`config.mk`:
```
export PLATFORM = sky130hd
export DESIGN_NAME = fpio_fifo_push_arb_flat
export DESIGN_NICKNAME = d
export VERILOG_FILES = /design/src/rtl/fpio_fifo_push_arb_if.sv /design/src/rtl/fpio_fifo_push_arb.sv /design/src/flat_wrapper.sv
export SDC_FILE = /design/constraint.sdc
export NUM_CORES = 1
export LEC_CHECK = 0
export BUFFER_PORTS_ARGS = -buffer_cell sky130_fd_sc_hd__buf_2
export CAP_MARGIN = 20
export CORE_MARGIN = 4
export CORE_UTILIZATION = 31
export DETAILED_ROUTE_END_ITERATION = 16
export GPL_TIMING_DRIVEN = 1
export PLACE_DENSITY_LB_ADDON = 0.12
export SKIP_LAST_GASP = 1
export SYNTH_ARGS = -nofsm -noshare
export SYNTH_HDL_FRONTEND = slang
export SYNTH_SLANG_ARGS = --single-unit
```
`constraint.sdc`:
```
create_clock -name clk -period 1.9 [get_ports clk]
set_clock_uncertainty 0.05 [all_clocks]
set_input_delay 0 -clock clk [delete_from_list [all_inputs] [get_ports clk]]
set_output_delay 0 -clock clk [all_outputs]
set_load 0.01 [all_outputs]
```
`src/rtl/fpio_fifo_push_arb_if.sv`:
```
// Push-side bundle between producers, the push arbiter and one fpio_fifo fifo_in port.
// master: arbiter view; slave: producer/FIFO environment view.
interface fpio_fifo_push_arb_if #(
  parameter int NUM_REQ    = 4,
  parameter int DATA_WIDTH = 32,
  parameter int FIFO_BITS  = 4
);
  logic [NUM_REQ-1:0]            req_valid;
  logic [NUM_REQ*DATA_WIDTH-1:0] req_data;
  logic [NUM_REQ-1:0]            req_ack;
  logic [DATA_WIDTH-1:0]         fifo_data;
  logic                          fifo_data_en;
  logic                          fifo_data_ack;
  logic [FIFO_BITS:0]            fifo_avail;

  modport master (
    input  req_valid, req_data, fifo_data_ack, fifo_avail,
    output req_ack, fifo_data, fifo_data_en
  );

  modport slave (
    output req_valid, req_data, fifo_data_ack, fifo_avail,
    input  req_ack, fifo_data, fifo_data_en
  );
endinterface

```
`src/rtl/fpio_fifo_push_arb.sv`:
```
// Round-robin arbiter sharing one fpio_fifo push port among NUM_REQ producers.
// Each push is grant -> one-cycle data_en -> wait for data_ack (or time out).
module fpio_fifo_push_arb #(
  parameter int NUM_REQ     = 4,
  parameter int DATA_WIDTH  = 32,
  parameter int FIFO_BITS   = 4,
  parameter int ACK_TIMEOUT = 15
) (
  input  logic                       clk,
  input  logic                       rst,
  fpio_fifo_push_arb_if.master       bus,
  output logic [$clog2(NUM_REQ)-1:0] grant_id,
  output logic                       busy,
  output logic                       timeout_err,
  output logic [31:0]                push_count
);
  localparam int ID_W  = $clog2(NUM_REQ);
  localparam int IDX_W = ID_W + 1;

  localparam logic [1:0] ST_IDLE = 2'd0;
  localparam logic [1:0] ST_PUSH = 2'd1;
  localparam logic [1:0] ST_WAIT = 2'd2;

  logic [1:0]            state;
  logic [ID_W-1:0]       rr_ptr;
  logic [ID_W-1:0]       winner;
  logic                  found;
  logic [IDX_W-1:0]      scan_idx;
  logic [DATA_WIDTH-1:0] req_word [NUM_REQ];
  logic [DATA_WIDTH-1:0] win_data;
  logic [7:0]            timer;
  logic [FIFO_BITS:0]    avail;

  assign avail = bus.fifo_avail;

  always_comb begin
    for (int unsigned k = 0; k < NUM_REQ; k++) begin
      req_word[k] = bus.req_data[k*DATA_WIDTH +: DATA_WIDTH];
    end
  end

  // Scan starts at rr_ptr and wraps; one extra index bit keeps the sum in range
  // for non power-of-two NUM_REQ.
  always_comb begin
    found    = 1'b0;
    winner   = '0;
    scan_idx = '0;
    for (int unsigned k = 0; k < NUM_REQ; k++) begin
      scan_idx = {1'b0, rr_ptr} + IDX_W'(k);
      if (scan_idx >= IDX_W'(NUM_REQ)) scan_idx = scan_idx - IDX_W'(NUM_REQ);
      if (!found && bus.req_valid[scan_idx[ID_W-1:0]]) begin
        found  = 1'b1;
        winner = scan_idx[ID_W-1:0];
      end
    end
  end

  assign win_data = req_word[winner];

  assign bus.fifo_data_en = (state == ST_PUSH);
  assign busy             = (state != ST_IDLE);

  always_comb begin
    bus.req_ack = '0;
    if (state == ST_WAIT && bus.fifo_data_ack) bus.req_ack[grant_id] = 1'b1;
  end

  always_ff @(posedge clk) begin
    if (rst) begin
      state         <= ST_IDLE;
      rr_ptr        <= '0;
      grant_id      <= '0;
      bus.fifo_data <= '0;
      timeout_err   <= 1'b0;
      push_count    <= '0;
      timer         <= '0;
    end else begin
      case (state)
        ST_IDLE: begin
          if (found && avail != '0) begin
            grant_id      <= winner;
            bus.fifo_data <= win_data;
            rr_ptr        <= (winner == ID_W'(NUM_REQ - 1)) ? '0 : winner + 1'b1;
            state         <= ST_PUSH;
          end
        end
        ST_PUSH: begin
          timer <= '0;
          state <= ST_WAIT;
        end
        ST_WAIT: begin
          if (bus.fifo_data_ack) begin
            push_count <= push_count + 32'd1;
            state      <= ST_IDLE;
          end else if (timer == 8'(ACK_TIMEOUT - 1)) begin
            timeout_err <= 1'b1;
            state       <= ST_IDLE;
          end else begin
            timer <= timer + 8'd1;
          end
        end
        default: state <= ST_IDLE;
      endcase
    end
  end
endmodule

```
`src/flat_wrapper.sv`:
```
// flat-port wrapper written by rule: the top's interface ports become plain ports
module fpio_fifo_push_arb_flat 
#(
  parameter int NUM_REQ     = 4,
  parameter int DATA_WIDTH  = 32,
  parameter int FIFO_BITS   = 4,
  parameter int ACK_TIMEOUT = 15
)
  (clk, rst, grant_id, busy, timeout_err, push_count, bus_req_valid, bus_req_data, bus_fifo_data_ack, bus_fifo_avail, bus_req_ack, bus_fifo_data, bus_fifo_data_en);
  fpio_fifo_push_arb_if #(.NUM_REQ(NUM_REQ), .DATA_WIDTH(DATA_WIDTH), .FIFO_BITS(FIFO_BITS)) bus_i ();
  input  logic clk;
  input  logic rst;
  output logic [$clog2(NUM_REQ)-1:0] grant_id;
  output logic busy;
  output logic timeout_err;
  output logic [31:0] push_count;
  input wire logic [$bits(bus_i.req_valid)-1:0] bus_req_valid;
  input wire logic [$bits(bus_i.req_data)-1:0] bus_req_data;
  input wire logic [$bits(bus_i.fifo_data_ack)-1:0] bus_fifo_data_ack;
  input wire logic [$bits(bus_i.fifo_avail)-1:0] bus_fifo_avail;
  output wire logic [$bits(bus_i.req_ack)-1:0] bus_req_ack;
  output wire logic [$bits(bus_i.fifo_data)-1:0] bus_fifo_data;
  output wire logic [$bits(bus_i.fifo_data_en)-1:0] bus_fifo_data_en;
  assign bus_i.req_valid = bus_req_valid;
  assign bus_i.req_data = bus_req_data;
  assign bus_i.fifo_data_ack = bus_fifo_data_ack;
  assign bus_i.fifo_avail = bus_fifo_avail;
  assign bus_req_ack = bus_i.req_ack;
  assign bus_fifo_data = bus_i.fifo_data;
  assign bus_fifo_data_en = bus_i.fifo_data_en;
  fpio_fifo_push_arb #(.NUM_REQ(NUM_REQ), .DATA_WIDTH(DATA_WIDTH), .FIFO_BITS(FIFO_BITS), .ACK_TIMEOUT(ACK_TIMEOUT)) u_core (.clk(clk), .rst(rst), .bus(bus_i), .grant_id(grant_id), .busy(busy), .timeout_err(timeout_err), .push_count(push_count));
endmodule
```
==> results.json <==
{
  "status": "completed",
  "end_kind": "flop",
  "crit_arrival_ps": 1940,
  "drt-pass1-iter-count": 4,
  "leakagePower_nw": 3.28,
  "min_to": "u_core.bus.fifo_data[16]",
  "synthFlopType": "dfxtp_1",
  "ir_worst_vdd_v": 0.000471,
  "max_slew_margin_pct": 73.0,
  "fp.dieArea_um2": 15900,
  "worstPathMaxFanout": 6,
  "period_share_pct": 92.5,
  "wl_per_cell_um": 15.7,
  "critPathRequiredTime_ps": 2080,
  "drive_above_1_share_pct": 34.5,
  "drv_cap": 0,
  "cts-root-buf": "clkbuf_16",
  "setup_viol_count_final": 0,
  "vias_per_cell": 4.91,
  "clock_latency_ps": 340,
  "startpoint_type": "flop",
  "synth_nets": 656,
  "yosysTopAreaCell": "dfxtp_1",
  "syn_area_um2": 4320,
  "grt_max_degree": 38,
  "fin_crit_ps": 1760,
  "p_per_area_nw_per_um2": 737,
  "dieHeight_um": 126,
  "finish.instance_area_um2": 6980,
  "die_w_um": 126,
  "yosys_warnings": 0,
  "ys_ff_latch": 79,
  "dr.first_iter.drc_count": 226,
  "cts_tree": "done",
  "hpwl_mm": 11.0,
  "syn_avg_cell_area_um2": 8.42,
  "dr_total_vias": 4940,
  "gp_congestion": 0.854,
  "synth_area_leaders": "dfxtp_1 (37%), mux2i_1 (9.0%), inv_1 (5.5%), o32ai_1 (5.5%), xnor2_1 (4.1%)",
  "ant_nets": 0,
  "cts_max_path_buffers": 2,
  "io_buffers": 212,
  "total_power_mw": 5.14,
  "cts_buffers": 9,
  "final_cells": 1006,
  "hp-start": "bus_req_data[48]",
  "antenna_found_initial": 0,
  "diodes": 0,
  "synthMostInstantiatedCell": "dfxtp_1",
  "worstReg2RegStart": "u_core.timer[4]",
  "slowest_stage": "or4_1",
  "dp.cells": 907,
  "setup-tns-final_ps": 0,
  "rsz0062_at_grt": "yes",
  "cts_sinks": 79,
  "drv_slew": 0,
  "regToRegEndpoint": "u_core.timer[3]",
  "max_freq_mhz": 569,
  "start_util_pct": 32.1,
  "synth_top_area_share_pct": 36.6,
  "path_class": "reg -> reg",
  "grt_pass1_wl_mm": 25.4,
  "rows": 42,
  "drc": 0,
  "hp-class": "in -> reg",
  "fin_nets": 968,
  "synthArstFlopShare_pct": 0,
  "tightest_slew_ps": 405,
  "core_um2": 13500,
  "yosys.cell_types.count": 49,
  "reg2reg_depth": 6,
  "hold_path_depth": 5,
  "postPlaceCellArea_um2": 5790,
  "io_pins": 213,
  "synthCells": 513,
  "synth-edff-count": 0,
  "rrSetupSlack_ps": 140,
  "grt_pass1_vias": 5168,
  "wl_mm": 15.8,
  "final-hold-violation-count": 0,
  "clkTransAtPathRegs_ps": 60,
  "grt_usage_pct": 19.6,
  "syn_to_final_growth_pct": 61.6,
  "synth-seq-area-share_pct": 36.6,
  "cts-htree-levels": 3,
  "synth_commonest_cells": "dfxtp_1 (79), inv_1 (63), nor2_1 (46)",
  "cp_slowest_stage_delay_ps": 550,
  "grt-ovfl-total": 0,
  "crit_chain": "or4_1, o21ai_2, buf_4, a21oi_1, xnor2_1, nor2_1"
}
==> cells by family (layout without fill, tap and decap cells) <==
logic type,count (synthesis),after routing,synth area share [%]
fa+ha+maj,3,3,0.869
buf+inv,92,409,9.24
compound gates,122,122,20.4
mux,39,39,9.03
simple gates,148,148,17.8
xor+xnor,30,30,6.08
flops,79,79,36.6
==> power breakdown <==
group | total (mW) | internal, mW | switching [mW]
registers | 1.89 | 1.80 | 0.0943
logic | 1.36 | 0.667 | 0.688
clock network | 1.89 | 1.22 | 0.672
total | 5.14 | 3.69 | 1.45
==> worst max-delay path, delay by kind of cell (launching register included) <==
| kind | cells | cell delay (ps) |
|---|---|---|
| XOR/XNOR | 1 | 170 |
| AND/OR/NAND/NOR | 2 | 610 |
| buffers and inverters | 1 | 180 |
| flip-flops | 1 | 340 |
| AO/OA/AOI/OAI | 2 | 300 |
==> layout by cell type, fill, tap and decap left out, types with 13 or more instances in the layout <==
cell type / instances
a22oi_1: 17
dlygate4sd3_1: 81
dfxtp_1: 79
nand2_1: 26
a21oi_1: 16
inv_1: 63
nand3_1: 13
nor2_1: 46
o21ai_0: 22
mux2i_1: 39
buf_4: 31
buf_2: 212
o32ai_1: 27
xnor2_1: 20
==> flip-flops by register name (all words and copies together) (netlist names) <==
name / cells
u_core.bus.fifo_data: 32
u_core.timer: 8
u_core.state: 2
u_core.rr_ptr: 2
u_core.grant_id: 2
u_core.timeout_err: 1
u_core.push_count: 32
==> metal layers <==
metal / global-route usage [%] / up-vias / share of wire (%) / wire (µm)
met5: 0 / - / 0 / 0
met3: 5.67 / 33 / 5.6 / 891
li1: - / 2447 / - / -
met4: 7.82 / 0 / 2.6 / 418
met2: 34.3 / 174 / 51 / 8080
met1: 22.5 / 2286 / 41 / 6390
==> worst max path at each step <==
stage / slack, ps / cells past startpoint / to / from
floorplan: 130 / 7 / u_core.bus.fifo_data[22] / u_core.rr_ptr[1]
global placement: 150 / 6 / u_core.push_count[31] / u_core.push_count[7]
detailed placement: 100 / 5 / u_core.push_count[26] / u_core.state[0]
CTS: 80 / 5 / u_core.push_count[26] / u_core.state[0]
global route: -20 / 5 / u_core.push_count[31] / u_core.push_count[18]
finish: 140 / 6 / u_core.timer[3] / u_core.timer[4]
==> timing repair <==
action | CTS | global route
hold buffers | 81 | 0
hold endpoints to repair | 38 | 0
buffers inserted | 0 | 2
endpoints found under the setup margin | 0 | 12
resized for setup | 0 | 7
==> layout make-up <==
| class | count | area [µm²] |
|---|---|---|
| Clock inverter | 3 | 65.1 |
| Inverter | 63 | 236 |
| Multi-Input combinational cell | 342 | 2390 |
| Sequential cell | 79 | 1580 |
| Tap cell | 176 | 220 |
| Timing Repair Buffer | 330 | 2220 |
| Clock buffer | 13 | 260 |
| Fill cell | 1293 | 6470 |
==> stage by stage <==
stage | hold slack [ps] | util (%) | setup slack [ps]
finish | 5.50 | 51.9 | 143
global route | 24.5 | 51.9 | -20.5
CTS | 2.85 | 51.5 | 81.5
detailed placement | 226 | 43.1 | 97.4
global placement | 223 | 43.1 | 149
floorplan | 123 | - | 128
Power figures use the tool's default switching activity.
